### src/rtl/vga_fb_arbiter_if.sv
`timescale 1ns/1ps
// Framebuffer port bundle: display read port, host request port and single-port RAM request.
// The arbiter uses the master view; requesters and the RAM model use the slave view.
interface vga_fb_arbiter_if #(
    parameter int unsigned ADDR_W = 19,
    parameter int unsigned DATA_W = 8
);
    logic              disp_req;
    logic [ADDR_W-1:0] disp_addr;
    logic [DATA_W-1:0] disp_rdata;
    logic              disp_rvalid;

    logic              host_valid;
    logic              host_we;
    logic [ADDR_W-1:0] host_addr;
    logic [DATA_W-1:0] host_wdata;
    logic              host_ready;
    logic [DATA_W-1:0] host_rdata;
    logic              host_rvalid;

    logic              mem_en;
    logic              mem_we;
    logic [ADDR_W-1:0] mem_addr;
    logic [DATA_W-1:0] mem_wdata;
    logic [DATA_W-1:0] mem_rdata;

    modport master (
        input  disp_req, disp_addr, host_valid, host_we, host_addr, host_wdata, mem_rdata,
        output disp_rdata, disp_rvalid, host_ready, host_rdata, host_rvalid,
        output mem_en, mem_we, mem_addr, mem_wdata
    );

    modport slave (
        output disp_req, disp_addr, host_valid, host_we, host_addr, host_wdata, mem_rdata,
        input  disp_rdata, disp_rvalid, host_ready, host_rdata, host_rvalid,
        input  mem_en, mem_we, mem_addr, mem_wdata
    );
endinterface

### src/rtl/vga_fb_arbiter.sv
`timescale 1ns/1ps
// Framebuffer RAM arbiter: display scanout has fixed priority over host access on one RAM port.
// Defining VGA_FB_ARBITER_STALL_CNT_EN adds the saturating host_stall_cnt output.
module vga_fb_arbiter #(
    parameter int unsigned ADDR_W     = 19,
    parameter int unsigned DATA_W     = 8,
    parameter int unsigned RD_LATENCY = 1   // legal range 1..4
) (
    input  logic             clk,
    input  logic             reset_n,
    vga_fb_arbiter_if.master bus
`ifdef VGA_FB_ARBITER_STALL_CNT_EN
    ,
    output logic [15:0]      host_stall_cnt
`endif
);
    typedef enum logic [1:0] {GrIdle, GrDisp, GrHostRd, GrHostWr} grant_e;
    typedef enum logic [1:0] {TagNone, TagDisp, TagHost} tag_e;

    grant_e            grant_q, grant_d;
    tag_e              tag_in, tag_out;
    tag_e              tag_q [RD_LATENCY];
    logic              mem_en_q, mem_we_q;
    logic [ADDR_W-1:0] mem_addr_q;
    logic [DATA_W-1:0] mem_wdata_q;
    logic [DATA_W-1:0] disp_hold_q, host_hold_q;
    logic              host_ready;
    logic              disp_rvalid, host_rvalid;

    // Ready is forced low in reset so no transfer is implied while the block is held.
    assign host_ready     = reset_n & ~bus.disp_req;
    assign bus.host_ready = host_ready;

    always_comb begin
        grant_d = GrIdle;
        if (bus.disp_req) begin
            grant_d = GrDisp;
        end else if (bus.host_valid) begin
            grant_d = bus.host_we ? GrHostWr : GrHostRd;
        end
    end

    always_ff @(posedge clk or negedge reset_n) begin
        if (!reset_n) begin
            grant_q     <= GrIdle;
            mem_en_q    <= 1'b0;
            mem_we_q    <= 1'b0;
            mem_addr_q  <= '0;
            mem_wdata_q <= '0;
        end else begin
            grant_q  <= grant_d;
            mem_en_q <= (grant_d != GrIdle);
            mem_we_q <= (grant_d == GrHostWr);
            if (grant_d == GrDisp) begin
                mem_addr_q <= bus.disp_addr;
            end else if (grant_d != GrIdle) begin
                mem_addr_q <= bus.host_addr;
            end
            if (grant_d == GrHostWr) begin
                mem_wdata_q <= bus.host_wdata;
            end
        end
    end

    assign bus.mem_en    = mem_en_q;
    assign bus.mem_we    = mem_we_q;
    assign bus.mem_addr  = mem_addr_q;
    assign bus.mem_wdata = mem_wdata_q;

    always_comb begin
        tag_in = TagNone;
        unique case (grant_q)
            GrDisp:   tag_in = TagDisp;
            GrHostRd: tag_in = TagHost;
            default:  tag_in = TagNone;
        endcase
    end

    // Tag enters alongside the RAM request and emerges when its read data does.
    always_ff @(posedge clk or negedge reset_n) begin
        if (!reset_n) begin
            for (int i = 0; i < RD_LATENCY; i++) begin
                tag_q[i] <= TagNone;
            end
        end else begin
            tag_q[0] <= tag_in;
            for (int i = 1; i < RD_LATENCY; i++) begin
                tag_q[i] <= tag_q[i-1];
            end
        end
    end

    assign tag_out     = tag_q[RD_LATENCY-1];
    assign disp_rvalid = (tag_out == TagDisp);
    assign host_rvalid = (tag_out == TagHost);

    always_ff @(posedge clk or negedge reset_n) begin
        if (!reset_n) begin
            disp_hold_q <= '0;
            host_hold_q <= '0;
        end else begin
            if (disp_rvalid) disp_hold_q <= bus.mem_rdata;
            if (host_rvalid) host_hold_q <= bus.mem_rdata;
        end
    end

    assign bus.disp_rvalid = disp_rvalid;
    assign bus.host_rvalid = host_rvalid;
    assign bus.disp_rdata  = disp_rvalid ? bus.mem_rdata : disp_hold_q;
    assign bus.host_rdata  = host_rvalid ? bus.mem_rdata : host_hold_q;

`ifdef VGA_FB_ARBITER_STALL_CNT_EN
    logic [15:0] stall_cnt_q;

    always_ff @(posedge clk or negedge reset_n) begin
        if (!reset_n) begin
            stall_cnt_q <= '0;
        end else if (bus.host_valid && !host_ready && (stall_cnt_q != 16'hFFFF)) begin
            stall_cnt_q <= stall_cnt_q + 16'd1;
        end
    end

    assign host_stall_cnt = stall_cnt_q;
`endif
endmodule

### src/flat_wrapper.sv
// flat-port wrapper written by rule: the top's interface ports become plain ports
module vga_fb_arbiter_flat 
#(
    parameter int unsigned ADDR_W     = 19,
    parameter int unsigned DATA_W     = 8,
    parameter int unsigned RD_LATENCY = 1                      
)
  (clk, reset_n, bus_disp_req, bus_disp_addr, bus_host_valid, bus_host_we, bus_host_addr, bus_host_wdata, bus_mem_rdata, bus_disp_rdata, bus_disp_rvalid, bus_host_ready, bus_host_rdata, bus_host_rvalid, bus_mem_en, bus_mem_we, bus_mem_addr, bus_mem_wdata);
  vga_fb_arbiter_if #(.ADDR_W(ADDR_W), .DATA_W(DATA_W)) bus_i ();
  input  logic clk;
  input  logic reset_n;
  input wire logic [$bits(bus_i.disp_req)-1:0] bus_disp_req;
  input wire logic [$bits(bus_i.disp_addr)-1:0] bus_disp_addr;
  input wire logic [$bits(bus_i.host_valid)-1:0] bus_host_valid;
  input wire logic [$bits(bus_i.host_we)-1:0] bus_host_we;
  input wire logic [$bits(bus_i.host_addr)-1:0] bus_host_addr;
  input wire logic [$bits(bus_i.host_wdata)-1:0] bus_host_wdata;
  input wire logic [$bits(bus_i.mem_rdata)-1:0] bus_mem_rdata;
  output wire logic [$bits(bus_i.disp_rdata)-1:0] bus_disp_rdata;
  output wire logic [$bits(bus_i.disp_rvalid)-1:0] bus_disp_rvalid;
  output wire logic [$bits(bus_i.host_ready)-1:0] bus_host_ready;
  output wire logic [$bits(bus_i.host_rdata)-1:0] bus_host_rdata;
  output wire logic [$bits(bus_i.host_rvalid)-1:0] bus_host_rvalid;
  output wire logic [$bits(bus_i.mem_en)-1:0] bus_mem_en;
  output wire logic [$bits(bus_i.mem_we)-1:0] bus_mem_we;
  output wire logic [$bits(bus_i.mem_addr)-1:0] bus_mem_addr;
  output wire logic [$bits(bus_i.mem_wdata)-1:0] bus_mem_wdata;
  assign bus_i.disp_req = bus_disp_req;
  assign bus_i.disp_addr = bus_disp_addr;
  assign bus_i.host_valid = bus_host_valid;
  assign bus_i.host_we = bus_host_we;
  assign bus_i.host_addr = bus_host_addr;
  assign bus_i.host_wdata = bus_host_wdata;
  assign bus_i.mem_rdata = bus_mem_rdata;
  assign bus_disp_rdata = bus_i.disp_rdata;
  assign bus_disp_rvalid = bus_i.disp_rvalid;
  assign bus_host_ready = bus_i.host_ready;
  assign bus_host_rdata = bus_i.host_rdata;
  assign bus_host_rvalid = bus_i.host_rvalid;
  assign bus_mem_en = bus_i.mem_en;
  assign bus_mem_we = bus_i.mem_we;
  assign bus_mem_addr = bus_i.mem_addr;
  assign bus_mem_wdata = bus_i.mem_wdata;
  vga_fb_arbiter #(.ADDR_W(ADDR_W), .DATA_W(DATA_W), .RD_LATENCY(RD_LATENCY)) u_core (.clk(clk), .reset_n(reset_n), .bus(bus_i));
endmodule
### config.mk
export PLATFORM = sky130hd
export DESIGN_NAME = vga_fb_arbiter_flat
export DESIGN_NICKNAME = d
export VERILOG_FILES = /design/src/rtl/vga_fb_arbiter_if.sv /design/src/rtl/vga_fb_arbiter.sv /design/src/flat_wrapper.sv
export SDC_FILE = /design/constraint.sdc
export NUM_CORES = 1
export LEC_CHECK = 0
export ABC_AREA = 1
export ABC_CLOCK_PERIOD_IN_PS = 1380
export BUFFER_PORTS_ARGS = -buffer_cell sky130_fd_sc_hd__buf_2
export CORE_UTILIZATION = 45
export CTS_BUF_LIST = sky130_fd_sc_hd__clkbuf_2 sky130_fd_sc_hd__clkbuf_4 sky130_fd_sc_hd__clkbuf_8
export DETAILED_ROUTE_END_ITERATION = 7
export PLACE_DENSITY_LB_ADDON = 0.25
export SLEW_MARGIN = 40
export SYNTH_ARGS = -nofsm -noshare
export SYNTH_HDL_FRONTEND = slang
export SYNTH_SLANG_ARGS = --single-unit
### constraint.sdc
create_clock -name clk -period 1.38 [get_ports clk]
set_clock_uncertainty 0.1 [all_clocks]
set_input_delay 0.276 -clock clk [delete_from_list [all_inputs] [get_ports clk]]
set_output_delay 0.276 -clock clk [all_outputs]
set_load 0.005 [all_outputs]
# Word-level counts from Yosys, hierarchy flattened
# Cells that the tools add are included.
# word_totals
regBits	49
# classes
n_eq_ne	6
n_mux	8
n_reduce_logical	2
n_bitwise	2
# ops
op	count
19-bit 2-to-1 mux	2
8-bit 2-to-1 mux	2
2-bit by 1-bit == test with 1-bit output, second input constant	3
2-bit == test, second input constant	3
2-bit 2-to-1 mux	2
2-bit case mux with 2 select lines	1
2-bit nonzero test	2
1-bit bitwise AND	1
1-bit 2-to-1 mux	1
1-bit inverter	1

# Depth between registers and ports, before layout
# Gate-level depths: netlist (run 1).
# depth
word_depth	6
mapped_depth	5

# Least setup slack after synthesis (run 1)
# Ideal clock, no wire load.
# synth_path
path_kind	register to output
start	register u_core.tag_q, in the netlist u_core.tag_out[1]
end	output port bus_disp_rdata[0]
n_path_buf	1
stages_incl_launch_ff	5
path_slack_ns	0.161
arrival_ns	0.843
path_cell_list	dfrtp_1 -> inv_2 -> nand2_2 -> buf_4 -> o21ai_1
# synth_via
elab_chain_cells	2
# synth_lines
item	line_no	source
start: declaration	vga_fb_arbiter.sv:22	tag_e tag_q [RD_LATENCY];
start signal: indexed assignment	vga_fb_arbiter.sv:83	tag_q[i] <= TagNone;
start signal: indexed assignment	vga_fb_arbiter.sv:88	tag_q[i] <= tag_q[i-1];
2-bit by 1-bit == test with 1-bit output	vga_fb_arbiter.sv:94	assign disp_rvalid = (tag_out == TagDisp);
8-bit 2-to-1 mux	vga_fb_arbiter.sv:109	assign bus.disp_rdata = disp_rvalid ? bus.mem_rdata : disp_hold_q;
end: declaration	flat_wrapper.sv:19	output wire logic [$bits(bus_i.disp_rdata)-1:0] bus_disp_rdata;
# No other way between the ends.

# Worst setup path after layout (run 1)
# layout_path
start	register u_core.tag_q, in the netlist u_core.tag_out[0]
end	output port bus_disp_rdata[6]
# Same word-level chain as after synthesis.

==> impl_metrics.json, run 1 <==
{
  "fillers": 348,
  "cts_hold_buf": 0,
  "mostFrequentLayoutCells": "104 x buf_2, 62 x nand2_1, 47 x dfrtp_1, 28 x nand3_1, 12 x o21ai_2",
  "htree_levels": 2,
  "drv_cap": 0,
  "grt_pass1_wl_um": 8470,
  "fin_cells": 393,
  "dp_cells": 375,
  "place.port_buffers": 106,
  "core-area_um2": 4380,
  "crit_arrival_ns": 1.26,
  "yosysWarnings": 0,
  "worst-setup-path-type": "register to output port",
  "ys_types": 14,
  "required_ns": 1.00,
  "synth.avg_cell_area_um2": 9.29,
  "grt_pass1_vias": 1866,
  "synth_seq_cells": 49,
  "drc_errors": 0,
  "diodes": 0,
  "cts_num_sinks": 49,
  "p_total_uw": 3350,
  "pre_cts_slack_ns": -0.00366,
  "crit_fanout": 4,
  "synth_area_um2": 2070,
  "reg2reg_from": "u_core.tag_out[1]",
  "gp_congestion": 0.762,
  "cts_buffers": 5,
  "synth_top_cell_area_share_pct": 59.2,
  "ant_nets": 0,
  "post-route-period-util_pct": 119,
  "rsz0062_at_grt": "yes",
  "syn_inst": 223,
  "met1_usage_pct": 27.3,
  "r2r_end": "u_core.host_hold_q[3]",
  "slew_headroom_pct": 59.2,
  "rr_worst_depth": 4,
  "r2r_slack_ns": 0.26,
  "die_area_um2": 4880,
  "final_common_cell": "buf_2",
  "min_path_type": "primary input to async pin",
  "yosysTopAreaCell": "dfrtp_1",
  "crit_path_start_kind": "register",
  "synth_fp_nets": 282,
  "clk_pin_slew_ns": 0.08,
  "vias": 1947,
  "cts-root-buf": "clkbuf_8",
  "gr-total-overflow": 0,
  "whs_ns": -0.00464,
  "final_max_slew_viol_count": 0,
  "grt_max_degree": 50,
  "antenna_found_initial": 0,
  "slowest_delay_ns": 0.45,
  "timing.fmax_mhz": 610,
  "num_io_pins": 107,
  "routed_wl_um": 5280,
  "cp-end-kind": "output port",
  "use_met3_pct": 4.33,
  "setup_ws_ns": -0.259,
  "path_cells": "buf_12 > nand2_4 > nand2_1 > o21ai_2 > buf_2",
  "hpwlAfterDp_um": 3310,
  "ir_drop_mv": 0.604,
  "setup_viol": 18,
  "crit_cells": 5,
  "drtIter0Drc": 92,
  "failed_checks": "negative hold slack, negative setup slack",
  "power_density_nw_per_um2": 1090,
  "die_h_um": 69.9,
  "worst_path_max_delay_cell": "dfrtp_2",
  "status": "finished with violations",
  "post_drt_via_cell_ratio": 4.95,
  "wire_per_inst_um": 13.4,
  "cts_tree": "yes",
  "drive_above_1_share_pct": 52.8,
  "leakagePower_uw": 0.00164,
  "grt-busiest-layer": "met2",
  "finalWorstPathRequiredPeriod_ns": 1.64,
  "grt_util_met2_pct": 37.9,
  "start_util_pct": 47.3,
  "clkLatencyLatePin_ns": 0.28,
  "dr.pass1.iters": 4,
  "final_nets": 401,
  "track_usage_pct": 21.4,
  "utilization_pct": 70.3,
  "syn_to_final_growth_pct": 48.7,
  "clk_path_buf_depth": 2,
  "rows": 24,
  "synth_area_leaders": "dfrtp_1 59%, nand2_1 13%, nand3_1 6.8%",
  "hold_violations": 2,
  "die_w_um": 69.9,
  "yosysSeqAreaShare_pct": 59.2,
  "path_buf_inv": 2,
  "tightest_slew_ns": 0.612,
  "path_delay_family": "flip-flops"
}
[worst reg2reg max path, cell delays in order, from the launching register on]
cell and delay, ns:
dfrtp_2 0.46, buf_12 0.16, nand2_8 0.11, o21ai_2 0.07, buf_4 0.13
[routing by layer]
layer  wire length, µm  vias up
li1                  -      959
met1              2160      921
met2              2820       63
met3               258        4
met4                40        0
met5                 0        -
[worst max-delay path by stage]
stage	from	to	slack, ns
after floorplan	u_core.tag_out[1]	bus_disp_rdata[0]	0.16
after global placement	u_core.tag_out[0]	bus_host_rdata[3]	-0.0002
after detailed placement	u_core.tag_out[0]	bus_host_rdata[6]	-0.004
after CTS	u_core.tag_out[1]	bus_disp_rdata[4]	-0.24
after global routing	u_core.tag_out[1]	bus_disp_rdata[0]	-0.33
final	u_core.tag_out[0]	bus_disp_rdata[6]	-0.26
[state kept, by name (all words and copies together) (netlist names)]
signal                count
u_core.bus.mem_we         1
u_core.bus.mem_addr      19
u_core.tag_out            2
u_core.disp_hold_q        8
u_core.bus.mem_wdata      8
u_core.bus.mem_en         1
u_core.grant_q            2
u_core.host_hold_q        8
[report_power, final]
group	internal (µW)	switching, µW
registers	1630	103
logic	419	434
clock network	335	430
[what timing repair did]
| item | CTS | global route |
|---|---|---|
| cloned | 2 | 2 |
| setup buffers | 2 | 6 |
| pin swaps | 3 | 3 |
| gates resized for setup | 29 | 22 |
| endpoints found under the setup margin | 18 | 18 |
[metrics by stage]
stage	area [µm²]	TNS [ns]
after floorplan	2070	0
after global placement	2660	-0.000194
after detailed placement	2660	-0.00366
after CTS	2910	-3.85
after global routing	3080	-5.28
final	3080	-4.18
[synth_stat cells]
cell     number
nand2_2       2
buf_2         8
nand2_1      72
dfrtp_1      49
inv_1        11
buf_6         2
nand3_1      28
o21ai_1      16
nand4_1       8
buf_4         3
inv_2         8
nand3_2      10
nor2_1        5
nand3_4       1
[layout make-up]
cell class              instances  area [µm²]  share of cell area, %
flip-flops and latches         49        1230                   39.9
multi-input cells             146         918                   29.8
repair buffers                121         713                   23.2
inverters                      19        81.3                   2.64
clock buffers                   5        68.8                   2.23
well taps                      52        65.1                   2.11
clock inverters                 1        5.00                  0.162
[kinds of logic (layout without fill, tap and decap cells)]
family,Yosys count,count (layout),share of synthesized area (%)
compound gates,16,16,3.86
buf+inv,32,146,7.55
flops,49,49,59.2
simple gates,126,130,29.4
Power figures use the tool's default switching activity.
==> inputs of run 2 (changes only) <==
==> constraint.sdc (replaced) <==
create_clock -name clk -period 1.38 [get_ports clk]
set_clock_uncertainty 0.1 [all_clocks]
set_input_delay 0.138 -clock clk [delete_from_list [all_inputs] [get_ports clk]]
set_output_delay 0.138 -clock clk [all_outputs]
set_load 0.005 [all_outputs]
==> impl_metrics.json, run 2 (synthesis results as in run 1) <==
{
  "status": "finished with violations",
  "failed_checks": "negative hold slack, negative setup slack",
  "worst-setup-path-type": "register to output port",
  "routed_wl_um": 5760,
  "crit_start": "u_core.tag_out[1]",
  "drive_above_1_share_pct": 48.0,
  "die_area_um2": 4880,
  "grt_pass1_wl_um": 9490,
  "finalWorstPathRequiredPeriod_ns": 1.52,
  "crit_fanout": 17,
  "fillers": 314,
  "crit_path_start_kind": "register",
  "track_usage_pct": 24.5,
  "cts_buffers": 5,
  "worst_path_max_delay_cell": "dfrtp_2",
  "tightest_slew_ns": 0.621,
  "post_drt_via_cell_ratio": 4.95,
  "drc_errors": 0,
  "antenna_found_initial": 0,
  "whs_ns": -0.0171,
  "cp-end-kind": "output port",
  "clk_pin_slew_ns": 0.10,
  "core-area_um2": 4380,
  "ir_drop_mv": 0.590,
  "fin_cells": 423,
  "syn_to_final_growth_pct": 61.4,
  "setup_viol": 18,
  "drtIter0Drc": 107,
  "gp_congestion": 0.738,
  "die_w_um": 69.9,
  "final_common_cell": "buf_2",
  "post-route-period-util_pct": 110,
  "power_density_nw_per_um2": 1100,
  "slowest_delay_ns": 0.47,
  "timing.fmax_mhz": 656,
  "grt_pass1_vias": 2178,
  "final_max_slew_viol_count": 0,
  "place.port_buffers": 106,
  "hold_violations": 10,
  "grt_max_degree": 50,
  "cts_tree": "yes",
  "hpwlAfterDp_um": 3190,
  "cts-root-buf": "clkbuf_8",
  "utilization_pct": 76.3,
  "path_cells": "nand2_8 > nand2_1 > o21ai_2 > buf_2",
  "final_area_um2": 3340,
  "mostFrequentLayoutCells": "106 x buf_2, 61 x nand2_1, 47 x dfrtp_1, 33 x dlygate4sd3_1, 28 x nand3_1",
  "slew_headroom_pct": 58.6,
  "start_util_pct": 47.3,
  "vias": 2092,
  "diodes": 0,
  "gr-total-overflow": 0,
  "die_h_um": 69.9,
  "worst_hold_startpoint": "bus_host_addr[6]",
  "final_nets": 429,
  "reg2reg_from": "u_core.tag_out[1]",
  "rows": 24,
  "dp_cells": 373,
  "required_ns": 1.14,
  "seq_area_um2": 1230,
  "r2r_slack_ns": 0.23,
  "wire_per_inst_um": 13.6,
  "clkLatencyLatePin_ns": 0.30,
  "clk_path_buf_depth": 2,
  "ant_nets": 0,
  "cts_num_sinks": 49,
  "crit_arrival_ns": 1.29,
  "htree_levels": 2,
  "dr.pass1.iters": 4,
  "drv_cap": 0,
  "postPlaceCellArea_um2": 2630,
  "largest_reg_flops": 19,
  "leakagePower_uw": 0.00176,
  "num_io_pins": 107,
  "multi_input_area_um2": 891,
  "setup_ws_ns": -0.144,
  "min_path_type": "primary input to register",
  "rsz0062_at_grt": "yes"
}
## run 2: what timing repair did
action,in CTS,in global routing
pin swaps,1,2
cloned,1,1
setup buffers,3,4
setup endpoints to repair,18,31
endpoints found under the hold margin,77,0
gates resized for setup,30,16
hold buffers,46,0
## run 2: where the power goes
part	internal [µW]	leakage [µW]	switching, µW
Combinational	448	0.00111	448
Sequential	1630	0.000595	100
Clock	564	0.0000588	477
## run 2: final timing paths
check                                                to  cells after the start
worst max-delay path                  bus_host_rdata[4]                      4
worst min-delay path             u_core.bus.mem_addr[6]                      3
worst max register to register    u_core.disp_hold_q[2]                      5
worst min register to register        u_core.tag_out[1]                      1
max in group asynchronous             u_core.tag_out[0]                      3
min in group asynchronous       u_core.bus.mem_addr[10]                      3
## run 2: critical path: cells and delay by family (launching register included)
kind                   cells  cell delay (ns)
AOI/OAI and AO/OA          1             0.08
buffers and inverters      1             0.14
DFF                        1             0.47
and+or+nand+nor            2             0.30
## run 2: metal layers
layer  track usage, %  share of wire, %  vias up
li1                 -                 -     1012
met1             28.4                41      974
met2             43.9                51       85
met3             5.05               4.7       21
met4             10.2               3.6        0
met5                0                 0        -
## run 2: cell type report
type / count / share of cell area (%)
clock inverters: 2 / 1.16
well taps: 52 / 1.95
inverters: 19 / 2.28
clock buffers: 6 / 2.28
flip-flops and latches: 49 / 36.8
multi-input cells: 144 / 26.6
repair buffers: 151 / 28.9
## run 2: metrics by stage
stage | worst slack, ns | TNS, ns | power, µW | hold WS [ns]
after global routing | -0.207 | -3.06 | 3850 | 0.000408
after global placement | 0.142 | 0 | 2360 | 0.207
final | -0.144 | -2.07 | 3660 | -0.0171
after detailed placement | 0.126 | 0 | 2380 | 0.210
after CTS | -0.129 | -1.69 | 3630 | 0.000393
after floorplan | 0.299 | 0 | 2020 | -0.258
